==> src/rtl/dff_pkg.sv <==
// dff_pkg: shared encodings for the dff_chain block.
//   mode_e : external MODE port encoding (hold / shift / load / rotate)
//   sel_e  : per-stage next-value select driven by dff_chain into dff_stage
package dff_pkg;

  typedef enum logic [1:0] {
    MODE_HOLD  = 2'b00,
    MODE_SHIFT = 2'b01,
    MODE_LOAD  = 2'b10,
    MODE_ROT   = 2'b11
  } mode_e;

  // Shift and rotate both take the upstream neighbour; they differ only in
  // what feeds stage 0, which the top resolves before the stages see it.
  typedef enum logic [1:0] {
    SEL_HOLD  = 2'b00,
    SEL_CHAIN = 2'b01,
    SEL_LOAD  = 2'b10
  } sel_e;

endpackage

==> src/rtl/dff_stage.sv <==
// dff_stage: one WIDTH-bit register stage plus its valid bit.
//   C, RN         : clock, async active-low reset
//   en, clr       : clock enable, synchronous clear (clr wins over en)
//   sel           : next-value select (hold / upstream chain / parallel load)
//   chain_d/v     : upstream data/valid
//   load_d        : parallel load data (valid forced to 1 on load)
//   s, v          : stage contents
module dff_stage
  import dff_pkg::*;
#(
  parameter int WIDTH = 8
) (
  input  logic             C,
  input  logic             RN,
  input  logic             en,
  input  logic             clr,
  input  sel_e             sel,
  input  logic [WIDTH-1:0] chain_d,
  input  logic             chain_v,
  input  logic [WIDTH-1:0] load_d,
  output logic [WIDTH-1:0] s,
  output logic             v
);

  always_ff @(posedge C or negedge RN) begin
    if (!RN) begin
      s <= '0;
      v <= 1'b0;
    end else if (clr) begin
      s <= '0;
      v <= 1'b0;
    end else if (en) begin
      case (sel)
        SEL_CHAIN: begin
          s <= chain_d;
          v <= chain_v;
        end
        SEL_LOAD: begin
          s <= load_d;
          v <= 1'b1;
        end
        default: ;
      endcase
    end
  end

endmodule

==> src/rtl/dff_chain.sv <==
// dff_chain: DEPTH-stage WIDTH-bit register chain with valid tracking.
//   C, RN : clock, async active-low reset
//   EN    : clock enable; CLR : synchronous clear (beats EN and MODE)
//   MODE  : 00 hold, 01 shift, 10 parallel load, 11 rotate
//   D, DV : serial data/valid into stage 0
//   LD    : parallel load, slice i -> stage i
//   Q, QV : tail stage data/valid (straight from the stage flops)
//   FILL  : count of valid stages; FULL : FILL == DEPTH (both registered)
module dff_chain
  import dff_pkg::*;
#(
  parameter int WIDTH = 8,
  parameter int DEPTH = 4,
  parameter int CW    = $clog2(DEPTH + 1)
) (
  input  logic                   C,
  input  logic                   RN,
  input  logic                   EN,
  input  logic                   CLR,
  input  logic [1:0]             MODE,
  input  logic [WIDTH-1:0]       D,
  input  logic                   DV,
  input  logic [WIDTH*DEPTH-1:0] LD,
  output logic [WIDTH-1:0]       Q,
  output logic                   QV,
  output logic [CW-1:0]          FILL,
  output logic                   FULL
);

  mode_e                         mode;
  sel_e                          sel;
  logic [DEPTH-1:0][WIDTH-1:0]   s;
  logic [DEPTH-1:0]              v;
  logic [DEPTH-1:0][WIDTH-1:0]   chain_d;
  logic [DEPTH-1:0]              chain_v;
  logic [CW-1:0]                 fill_nxt;

  assign mode = mode_e'(MODE);

  always_comb begin
    sel = SEL_HOLD;
    case (mode)
      MODE_SHIFT, MODE_ROT: sel = SEL_CHAIN;
      MODE_LOAD:            sel = SEL_LOAD;
      default:              sel = SEL_HOLD;
    endcase
  end

  // Stage 0 takes D on shift and the tail on rotate; the rest always take
  // their upstream neighbour.
  assign chain_d[0] = (mode == MODE_ROT) ? s[DEPTH-1] : D;
  assign chain_v[0] = (mode == MODE_ROT) ? v[DEPTH-1] : DV;

  for (genvar i = 1; i < DEPTH; i++) begin : g_link
    assign chain_d[i] = s[i-1];
    assign chain_v[i] = v[i-1];
  end

  for (genvar i = 0; i < DEPTH; i++) begin : g_stage
    dff_stage #(.WIDTH(WIDTH)) u_stage (
      .C       (C),
      .RN      (RN),
      .en      (EN),
      .clr     (CLR),
      .sel     (sel),
      .chain_d (chain_d[i]),
      .chain_v (chain_v[i]),
      .load_d  (LD[i*WIDTH +: WIDTH]),
      .s       (s[i]),
      .v       (v[i])
    );
  end

  // Incremental fill: a shift gains the incoming DV and loses the outgoing
  // tail valid; rotate moves the tail valid to the head, so count is kept.
  always_comb begin
    fill_nxt = FILL;
    if (CLR) begin
      fill_nxt = '0;
    end else if (EN) begin
      case (mode)
        MODE_SHIFT: fill_nxt = FILL + CW'(DV) - CW'(v[DEPTH-1]);
        MODE_LOAD:  fill_nxt = CW'(DEPTH);
        default:    fill_nxt = FILL;
      endcase
    end
  end

  always_ff @(posedge C or negedge RN) begin
    if (!RN) begin
      FILL <= '0;
      FULL <= 1'b0;
    end else begin
      FILL <= fill_nxt;
      FULL <= (fill_nxt == CW'(DEPTH));
    end
  end

  assign Q  = s[DEPTH-1];
  assign QV = v[DEPTH-1];

endmodule

==> config.mk <==
export PLATFORM = sky130hd
export DESIGN_NAME = dff_chain
export DESIGN_NICKNAME = d
export VERILOG_FILES = /design/src/rtl/dff_pkg.sv /design/src/rtl/dff_stage.sv /design/src/rtl/dff_chain.sv
export SDC_FILE = /design/constraint.sdc
export NUM_CORES = 1
export LEC_CHECK = 0
export ABC_AREA = 1
export CORE_MARGIN = 4
export CORE_UTILIZATION = 48
export CTS_CLUSTER_DIAMETER = 100
export DETAILED_ROUTE_END_ITERATION = 6
export PLACE_DENSITY_LB_ADDON = 0.1
export SYNTH_ARGS = -nofsm -noshare
export SYNTH_HDL_FRONTEND = slang
export SYNTH_SLANG_ARGS = --single-unit
==> constraint.sdc <==
create_clock -name C -period 2 [get_ports C]
set_input_delay 0.2 -clock C [delete_from_list [all_inputs] [get_ports C]]
set_output_delay 0.2 -clock C [all_outputs]
set_load 0.02 [all_outputs]
==> run summary, run 1 <==
Run status: finished clean
Final nets: 374
Starting DRT DRC Count: 103
Sequential share of the synthesized area: 46.03%
Worst-path fanout max: 3
Largest net degree at the start of global routing: 37
Area grow syn2layout: 33.83%
Die Y: 75.31 microns
Max Buffers Root-to-Sink: 2
Slew @ Worst Pin: 0.5980 ns
Vias in the first global route: 1,931
HPWL after DPL: 3897 microns
RePlAce Congestion: 0.8809
GRT overflow: 0
Ys Warns: 0
Peak VDD IR: 0.3483 mV
Setup violations, final: 0
Clk sinks: 40
Clk_skew: 0.008830 ns
Clk_lat worst skew: 0.30 ns
Minimum clock period after layout: 1.875 ns
# rows: 24
Antenna violations before repair: 0
Lkg Pwr: 1.351 nW
CTS buffer count: 5
Full die area: 0.005672 sq mm
PwrDens: 636.3 mW/mm^2
Pre-antenna DRT Iters: 4
Unrepaired setup endpoints after global routing: no
Layout cells sized above 1: 9.034%
Setup CP Type: reg -> reg
Port Buffers: 59
Crit Reg-Reg Startpoint: FILL[0]
Worst path slowest cell: fa_2
Cell Chain, Critical Path: inv_1 -> ha_1 -> inv_1 -> ha_1 -> inv_1 -> fa_2 -> o21ai_0 -> nand2_1 -> nand2_1 -> nor2_1
Hold Fails Final Rpt: 0
Total Routing Usage GR: 20.79%
TritonCTS clock tree: built
Post-synth EDFFs: 0
CP Capture Type: register
Setup_tns: 0 ns
DRT Wirelength: 5484 microns
Die width: 75.31 microns
Initial Util: 49.60%
Synth Register Bits: 40
Root buffer cell: clkbuf_8
Final ANT Viol Nets: 0
H-tree levels: 2
Cells after synthesis: 259
Commonest non-fill, non-tap cell in the layout: clkdlybuf4s50_1
Yosys cell types: 26
Vias per inst: 5.241
Reg2reg setup slack: 0.13 ns
Avg Cell Area, Syn: 8.396 sq um
Most used DFF post-synth: dfrtp_1
R2r endpoint: FULL
Post-Syn Nets: 312
# IOs: 60
CP Launch Type: register
Clock-pin transition on the worst setup and hold timing paths: 0.08 ns
Pre-CTS WS: 0.06130 ns
Average wire per standard cell: 14.70 microns
Final worst slack: 0.1251 ns
Commonest cells after routing, fill and taps aside: clkdlybuf4s50_1 (58), nand2_1 (49), dfrtp_1 (40)
# DRC: 0
Post-synthesis cell area: 0.002175 sq mm
Max-slew violation count: 0
Crit share post-route: 93.75%
CORE AREA: 0.004384 sq mm
Critical path startpoint: FILL[0]
Vias: 1,955
First-pass GRT wire length: 8921 microns
Min-delay worst type: in -> async
Worst reg2reg path depth: 10
Cell mode on critical path: inv_1
Antenna cell count: 0
Slowest cell delay on critical path: 0.43 ns
Max-Cap Viols: 0
Worst EP arrival: 2.07 ns
Req. time, crit path: 2.19 ns
Ys async rst share: 100.0%
Normalized max-slew margin: 60.14%
Achievable Freq: 533.4 MHz
-- through the flow --
stage,area (sq um),hold slack [ns],power [mW],std cells,util (%)
after global routing,2910,0.5056,1.939,373,66.38
after detailed placement,2786,0.2460,1.282,363,63.56
after global placement,2786,0.2412,1.278,363,63.56
after CTS,2893,0.4634,1.862,371,65.98
final,2910,0.4341,1.852,373,66.38
after floorplan,2175,-0.09559,1.094,259,-
-- state kept, by name (all words and copies together) (netlist names) --
| register | flops |
|---|---|
| FILL | 3 |
| FULL | 1 |
| g_stage.u_stage.s | 32 |
| g_stage.u_stage.v | 4 |
-- worst max-delay path: cells and delay by family (launching register included) --
family                   cells  cell delay [ns]
buffers and inverters        3             0.16
AO/OA/AOI/OAI                1             0.17
adder cells (fa/ha/maj)      3             0.87
flip-flops                   1             0.37
AND/OR/NAND/NOR              3             0.20
-- power breakdown --
part | internal (mW) | total, mW | switching (mW)
clock network | 0.307 | 0.580 | 0.273
registers | 0.849 | 0.872 | 0.0229
logic | 0.192 | 0.400 | 0.207
-- worst max path at each step --
stage          depth (start not counted)                      end
2_1_floorplan                         14                     FULL
6_report                              10                     FULL
5_1_grt                               13                     FULL
4_1_cts                               13                     FULL
3_5_place_dp                           7  g_stage[3].u_stage.s[7]
3_3_place_gp                           9                     FULL
-- what timing repair did --
item / 4_1_cts / 5_1_grt
hold endpoints to repair: 24 / 0
endpoints found under the setup margin: 0 / 2
buffers inserted: 0 / 2
hold buffers: 1 / 0
gates resized for setup: 0 / 1
-- metal layers --
| layer | vias to the layer above | GRT usage (%) | wire, microns |
|---|---|---|---|
| met4 | 0 | 8.544 | 50 |
| li1 | 989 | - | - |
| met1 | 902 | 29.01 | 2526 |
| met5 | - | 0 | 0 |
| met3 | 4 | 3.694 | 413 |
| met2 | 60 | 32.12 | 2493 |
-- layout make-up --
cell class	count	area, sq um
Fill cell	392	1474
Sequential cell	40	1001
Multi-Input combinational cell	170	925.9
Timing Repair Buffer	71	690.7
Inverter	33	131.4
Clock buffer	7	96.34
Tap cell	52	65.06
-- synthesized netlist by cell type, types with 2 or more instances --
cell	instances	area [sq um]
o21ai_1	14	70.07
buf_6	6	67.56
o21ai_0	29	145.1
nor2_1	7	26.28
nand2_1	49	183.9
nand3_1	30	150.1
dfrtp_1	40	1001
buf_2	5	25.02
a21boi_0	6	45.04
a21oi_1	5	25.02
ha_1	5	62.56
inv_1	30	112.6
buf_4	2	15.01
nand3_4	2	35.03
clkbuf_1	3	11.26
nand2_4	2	22.52
o22ai_1	15	93.84
-- cell families (layout without fill, tap and decap cells) --
family	after synthesis	in the layout	share of synthesized area [%]
flops	40	40	46.03
mux	1	1	0.4603
buf+inv	49	111	11.51
simple gates	91	91	19.51
fa+ha+maj	6	6	3.798
compound gates	72	72	18.70
Power figures use the tool's default switching activity.
==> inputs of run 2 (changes only) <==
--- a/config.mk
+++ b/config.mk
@@ -6,7 +6,6 @@
 export NUM_CORES = 1
 export LEC_CHECK = 0
 export ABC_AREA = 1
-export CORE_MARGIN = 4
 export CORE_UTILIZATION = 48
 export CTS_CLUSTER_DIAMETER = 100
 export DETAILED_ROUTE_END_ITERATION = 6
==> run 2 against run 1 <==
  * Design area fell by 0.43%
  * Register-to-register slack improved by 0.03 ns
  * Fmax rose by 1.4%
  * Critical path type unchanged
  * Count of clock-buffer cells in the layout did not move
  * Sequential share of layout area rose by 0.15 points
  * Critical path depth fell by 1
  * Clock power barely moved
  * Combinational power fell by 1%
  * Cell count fell by 0.54%
  * Core utilization rose by 0.17 points
  * Sequential power barely moved
  * Largest power group unchanged
==> run summary, run 2 (synthesis gave the netlist of run 1 again) <==
Run status: finished clean
Commonest cells after routing, fill and taps aside: clkdlybuf4s50_1 (58), nand2_1 (48), dfrtp_1 (40)
Layout cells sized above 1: 9.091%
Port Buffers: 59
Area grow syn2layout: 33.26%
Total Routing Usage GR: 23.31%
# fillers: 383
Setup CP Type: reg -> reg
Initial Util: 49.94%
Vias in the first global route: 1,798
Cell Chain, Critical Path: ha_1 -> inv_1 -> ha_1 -> inv_1 -> fa_2 -> o21ai_1 -> nand2_1 -> nand2_1 -> nor2_1
DRT Wirelength: 5301 microns
Delay-heaviest family, CP: adder cells
Area of the multi-input gates: 928.4 sq um
Net Sw Power: 500.7 uW
Worst path slowest cell: dfrtp_1
Clk_lat worst skew: 0.29 ns
# DRC: 0
# rows: 24
Top flop regs: g_stage.u_stage.s x32, g_stage.u_stage.v x4, FILL x3
Inst Count DP: 362
Crit share post-route: 92.41%
Setup_tns: 0 ns
Top reg by flops: g_stage.u_stage.s
Hold Fails Final Rpt: 0
Worst reg2reg path depth: 9
FF+latch area: 0.001001 sq mm
GRT overflow: 0
Average wire per standard cell: 14.29 microns
Final ANT Viol Nets: 0
Post-DP Area: 0.002779 sq mm
Worst EP arrival: 2.04 ns
Post-layout util: 66.55%
Req. time, crit path: 2.19 ns
# IOs: 60
Root buffer cell: clkbuf_8
Lkg Pwr: 1.341 nW
Max-slew violation count: 0
Antenna violations before repair: 0
Pint: 1.346 mW
Max Buffers Root-to-Sink: 2
Fin area: 0.002898 sq mm
Full die area: 0.004804 sq mm
HPWL after DPL: 3733 microns
Achievable Freq: 541.1 MHz
Worst-path fanout max: 4
TritonCTS clock tree: built
R2r endpoint: FULL
CORE AREA: 0.004354 sq mm
Hold_ws: 0.3743 ns
Clk sinks: 40
H-tree levels: 2
Clock-pin transition on the worst setup and hold timing paths: 0.08 ns
Minimum clock period after layout: 1.848 ns
CP Capture Type: register
Commonest non-fill, non-tap cell in the layout: clkdlybuf4s50_1
Vias: 1,939
CP Launch Type: register
Slowest cell delay on critical path: 0.44 ns
Largest net degree at the start of global routing: 37
Combinational power share: 21.5%
Filler-free cell count of the finished design: 371
Die width: 69.31 microns
Final worst slack: 0.1518 ns
Pre-CTS WS: 0.09973 ns
Crit Reg-Reg Startpoint: g_stage[3].u_stage.v
First-pass GRT wire length: 8749 microns
Sw frac: 27.11%
WP buf/inv: 2
Slew @ Worst Pin: 0.4450 ns
Min-delay worst type: in -> async
CTS buffer count: 5
PwrDens: 637.3 mW/mm^2
Antenna cell count: 0
Max FFs per register: 32
Max-Cap Viols: 0
Reg2reg setup slack: 0.15 ns
Seq pwr share: 47.2%
RePlAce Congestion: 0.7948
Pre-antenna DRT Iters: 4
Starting DRT DRC Count: 106
Normalized max-slew margin: 70.33%
Final nets: 372
Peak VDD IR: 0.3684 mV
Clk pwr share: 31.3%
Clk_skew: 0.004857 ns
Pwr Total: 1.847 mW
Die Y: 69.31 microns
Vias per inst: 5.226
Setup violations, final: 0
## run 2: changes by cell type in the layout (fill, tap and decap cells not counted), sizes merged
cell / change
buf: -2
## run 2: per-layer routing
metal  vias up  routed length, microns  track usage (%)
met5         -                       0                0
met4         0                      63            6.803
met3         7                     224            5.669
met2        46                    2393            34.63
met1       908                    2620            33.84
li1        978                       -                -
## run 2: area by class of cell
class / instances / area share, %
Multi-Input combinational cell: 170 / 32.04
Tap cell: 52 / 2.245
Timing Repair Buffer: 69 / 23.32
Inverter: 33 / 4.534
Clock buffer: 7 / 3.325
Sequential cell: 40 / 34.54
## run 2: what timing repair did
action | 4_1_cts | 5_1_grt
endpoints found under the setup margin | 0 | 2
setup buffers | 0 | 1
hold endpoints to repair | 17 | 0
hold buffers | 1 | 0
resized for setup | 0 | 4
## run 2: worst reg2reg max path, delay by kind of cell (launching register included)
kind | cells | cell delay [ns]
flip-flops | 1 | 0.44
buffers and inverters | 2 | 0.10
adder cells (fa/ha/maj) | 3 | 0.89
AND/OR/NAND/NOR | 3 | 0.19
AO/OA/AOI/OAI | 1 | 0.12
## run 2: power by group through the flow
| stage | combinational [mW] | clock, mW | sequential [mW] |
|---|---|---|---|
| global route | 0.439 | 0.632 | 0.877 |
| global placement | 0.388 | 0 | 0.887 |
| detailed placement | 0.390 | 0 | 0.888 |
| finish | 0.396 | 0.578 | 0.872 |
| CTS | 0.394 | 0.595 | 0.872 |
| floorplan | 0.195 | 0 | 0.899 |
## run 2: worst max-delay path by stage
stage	start	to	slack [ns]	cells past startpoint
2_1_floorplan	FILL[0]	FULL	0.14	14
3_3_place_gp	MODE[0]	g_stage[2].u_stage.s[3]	0.12	6
3_5_place_dp	g_stage[3].u_stage.v	FULL	0.1	13
4_1_cts	g_stage[3].u_stage.v	FULL	0.08	13
5_1_grt	g_stage[3].u_stage.v	FILL[2]	-0.002	13
6_report	g_stage[3].u_stage.v	FULL	0.15	9
==> inputs of run 3 (changes only) <==
--- a/config.mk
+++ b/config.mk
@@ -6,7 +6,9 @@
 export NUM_CORES = 1
 export LEC_CHECK = 0
 export ABC_AREA = 1
-export CORE_UTILIZATION = 48
+export CELL_PAD_IN_SITES_DETAIL_PLACEMENT = 1
+export CELL_PAD_IN_SITES_GLOBAL_PLACEMENT = 2
+export CORE_UTILIZATION = 27
 export CTS_CLUSTER_DIAMETER = 100
 export DETAILED_ROUTE_END_ITERATION = 6
 export PLACE_DENSITY_LB_ADDON = 0.1
==> run 3 against run 2 <==
  * Fmax is 0.60% higher
  * Largest cell class unchanged
  * Clock skew is 0.0077 ns higher
  * Core utilization shrank 27 points
  * Setup slack better by 0.011 ns
  * Clock power up 17%
  * Critical path depth is 1 higher
  * Cell count up 15%
  * Wire length is 26% higher
  * Sequential share of layout area is 1.7 points lower
  * Sequential power barely moved
==> run summary, run 3 (synthesis gave the netlist of run 1 again) <==
Run status: finished clean
H-tree levels: 2
CP Capture Point: FULL
R2r endpoint: FULL
Worst-path fanout max: 3
Slowest cell delay on critical path: 0.41 ns
Layout cells sized above 1: 9.598%
Final nets: 375
Total Routing Usage GR: 16.95%
Lkg Pwr: 1.381 nW
Normalized max-slew margin: 62.89%
Average wire per standard cell: 15.76 microns
Post-DP Area: 0.002907 sq mm
Delay-heaviest family, CP: adder cells
Cell Chain, Critical Path: inv_1 -> ha_1 -> inv_1 -> ha_1 -> inv_1 -> fa_2 -> o21ai_0 -> nand2_1 -> nand2_1 -> nor2_1
Area grow syn2layout: 40.05%
Slew @ Worst Pin: 0.5567 ns
Pre-antenna DRT Iters: 4
Post-layout util: 39.21%
Vias: 1,985
CTS buffer count: 5
Final ANT Viol Nets: 0
Setup_tns: 0 ns
DRT Wirelength: 6699 microns
Antenna violations before repair: 0
Pre-CTS WS: 0.09273 ns
GRT overflow: 0
Clock-pin transition on the worst setup and hold timing paths: 0.08 ns
Hold Fails Final Rpt: 0
# IOs: 60
CP Launch Type: register
Pwr Total: 1.972 mW
Max Buffers Root-to-Sink: 2
Min-delay worst type: in -> async
# rows: 32
CORE AREA: 0.007767 sq mm
Achievable Freq: 544.3 MHz
Hold_ws: 0.4334 ns
Commonest cells after routing, fill and taps aside: clkdlybuf4s50_1 (58), nand2_1 (49), dfrtp_1 (40)
Area of the multi-input gates: 925.9 sq um
TritonCTS clock tree: built
Antenna cell count: 0
Worst path slowest cell: fa_2
Reg2reg setup slack: 0.16 ns
RePlAce Congestion: 0.7814
Max-slew violation count: 0
Critical path startpoint: FILL[0]
Commonest non-fill, non-tap cell in the layout: clkdlybuf4s50_1
Starting DRT DRC Count: 81
Crit Reg-Reg Startpoint: FILL[0]
Final worst slack: 0.1629 ns
PwrDens: 647.4 mW/mm^2
Setup CP Type: reg -> reg
Req. time, crit path: 2.19 ns
Max-Cap Viols: 0
Initial Util: 28.00%
Full die area: 0.008417 sq mm
Clk_lat worst skew: 0.30 ns
Inst Count DP: 414
Clk sinks: 40
Top reg by flops: g_stage.u_stage.s
Port Buffers: 59
Worst EP arrival: 2.03 ns
Crit share post-route: 91.85%
# fillers: 941
Setup violations, final: 0
HPWL after DPL: 4735 microns
Top flop regs: g_stage.u_stage.s x32, g_stage.u_stage.v x4, FILL x3
Root buffer cell: clkbuf_8
Fin area: 0.003045 sq mm
Minimum clock period after layout: 1.837 ns
FF+latch area: 0.001001 sq mm
CP Capture Type: register
Die Y: 91.75 microns
Clk_skew: 0.01253 ns
Die width: 91.75 microns
# DRC: 0
Unrepaired setup endpoints after global routing: no
Max FFs per register: 32
Critical path depth: 10
Vias per inst: 4.671
Filler-free cell count of the finished design: 425
Largest net degree at the start of global routing: 37
Cell mode on critical path: inv_1
WP buf/inv: 3
Worst reg2reg path depth: 10
Peak VDD IR: 0.2401 mV
First-pass GRT wire length: 11,020 microns
Vias in the first global route: 2,076
run 3: cell types whose count changed in the layout (fill, tap and decap cells not counted):
cell,change
inv_2,-1
bufinv_16,+1
clkbuf_8,-2
buf_4,-1
buf_12,+4
o21ai_1,-1
clkinvlp_4,+1
nand2_2,-1
clkinv_2,+1
nand2_1,+1
o21ai_0,+1
inv_1,+1
run 3: worst min-delay path by stage:
stage	endpoint	slack, ns	cells past startpoint
after floorplan	FILL[0]	-0.1	0
after global placement	g_stage[0].u_stage.s[3]	0.23	1
after detailed placement	g_stage[0].u_stage.s[3]	0.23	1
after CTS	FILL[1]	0.45	2
after global routing	g_stage[0].u_stage.s[2]	0.47	2
final	g_stage[0].u_stage.s[2]	0.43	2
run 3: worst register-to-register path, stage by stage, from the launching register on:
cell,delay (ns)
dfrtp_1,0.38
inv_1,0.05
ha_1,0.26
inv_1,0.04
ha_1,0.16
inv_1,0.06
fa_2,0.41
o21ai_0,0.16
nand2_1,0.10
nand2_1,0.07
nor2_1,0.04
run 3: what timing repair did:
action | CTS | global route
hold buffers | 1 | 0
endpoints found under the setup margin | 0 | 2
hold endpoints to repair | 20 | 0
setup buffers | 0 | 2
resized for setup | 0 | 1
run 3: final cells by class:
type	instances	area share, %
clock inverter	3	1.397
multi-input combinational	170	30.40
clock buffer	5	2.260
sequential	40	32.87
timing repair buffer	72	24.57
inverter	33	4.314
tap	102	4.191
run 3: report_power, final:
| part | internal [mW] | switching (mW) |
|---|---|---|
| Sequential | 0.849 | 0.0233 |
| Clock | 0.370 | 0.308 |
| Combinational | 0.204 | 0.218 |
| Total | 1.42 | 0.550 |
run 3: layer usage:
layer | global-route usage (%) | vias up | routed length (microns)
li1 | - | 984 | -
met1 | 21.51 | 964 | 3091
met2 | 30.01 | 32 | 3335
met3 | 3.151 | 5 | 215
met4 | 3.516 | 0 | 56
met5 | 0 | - | 0
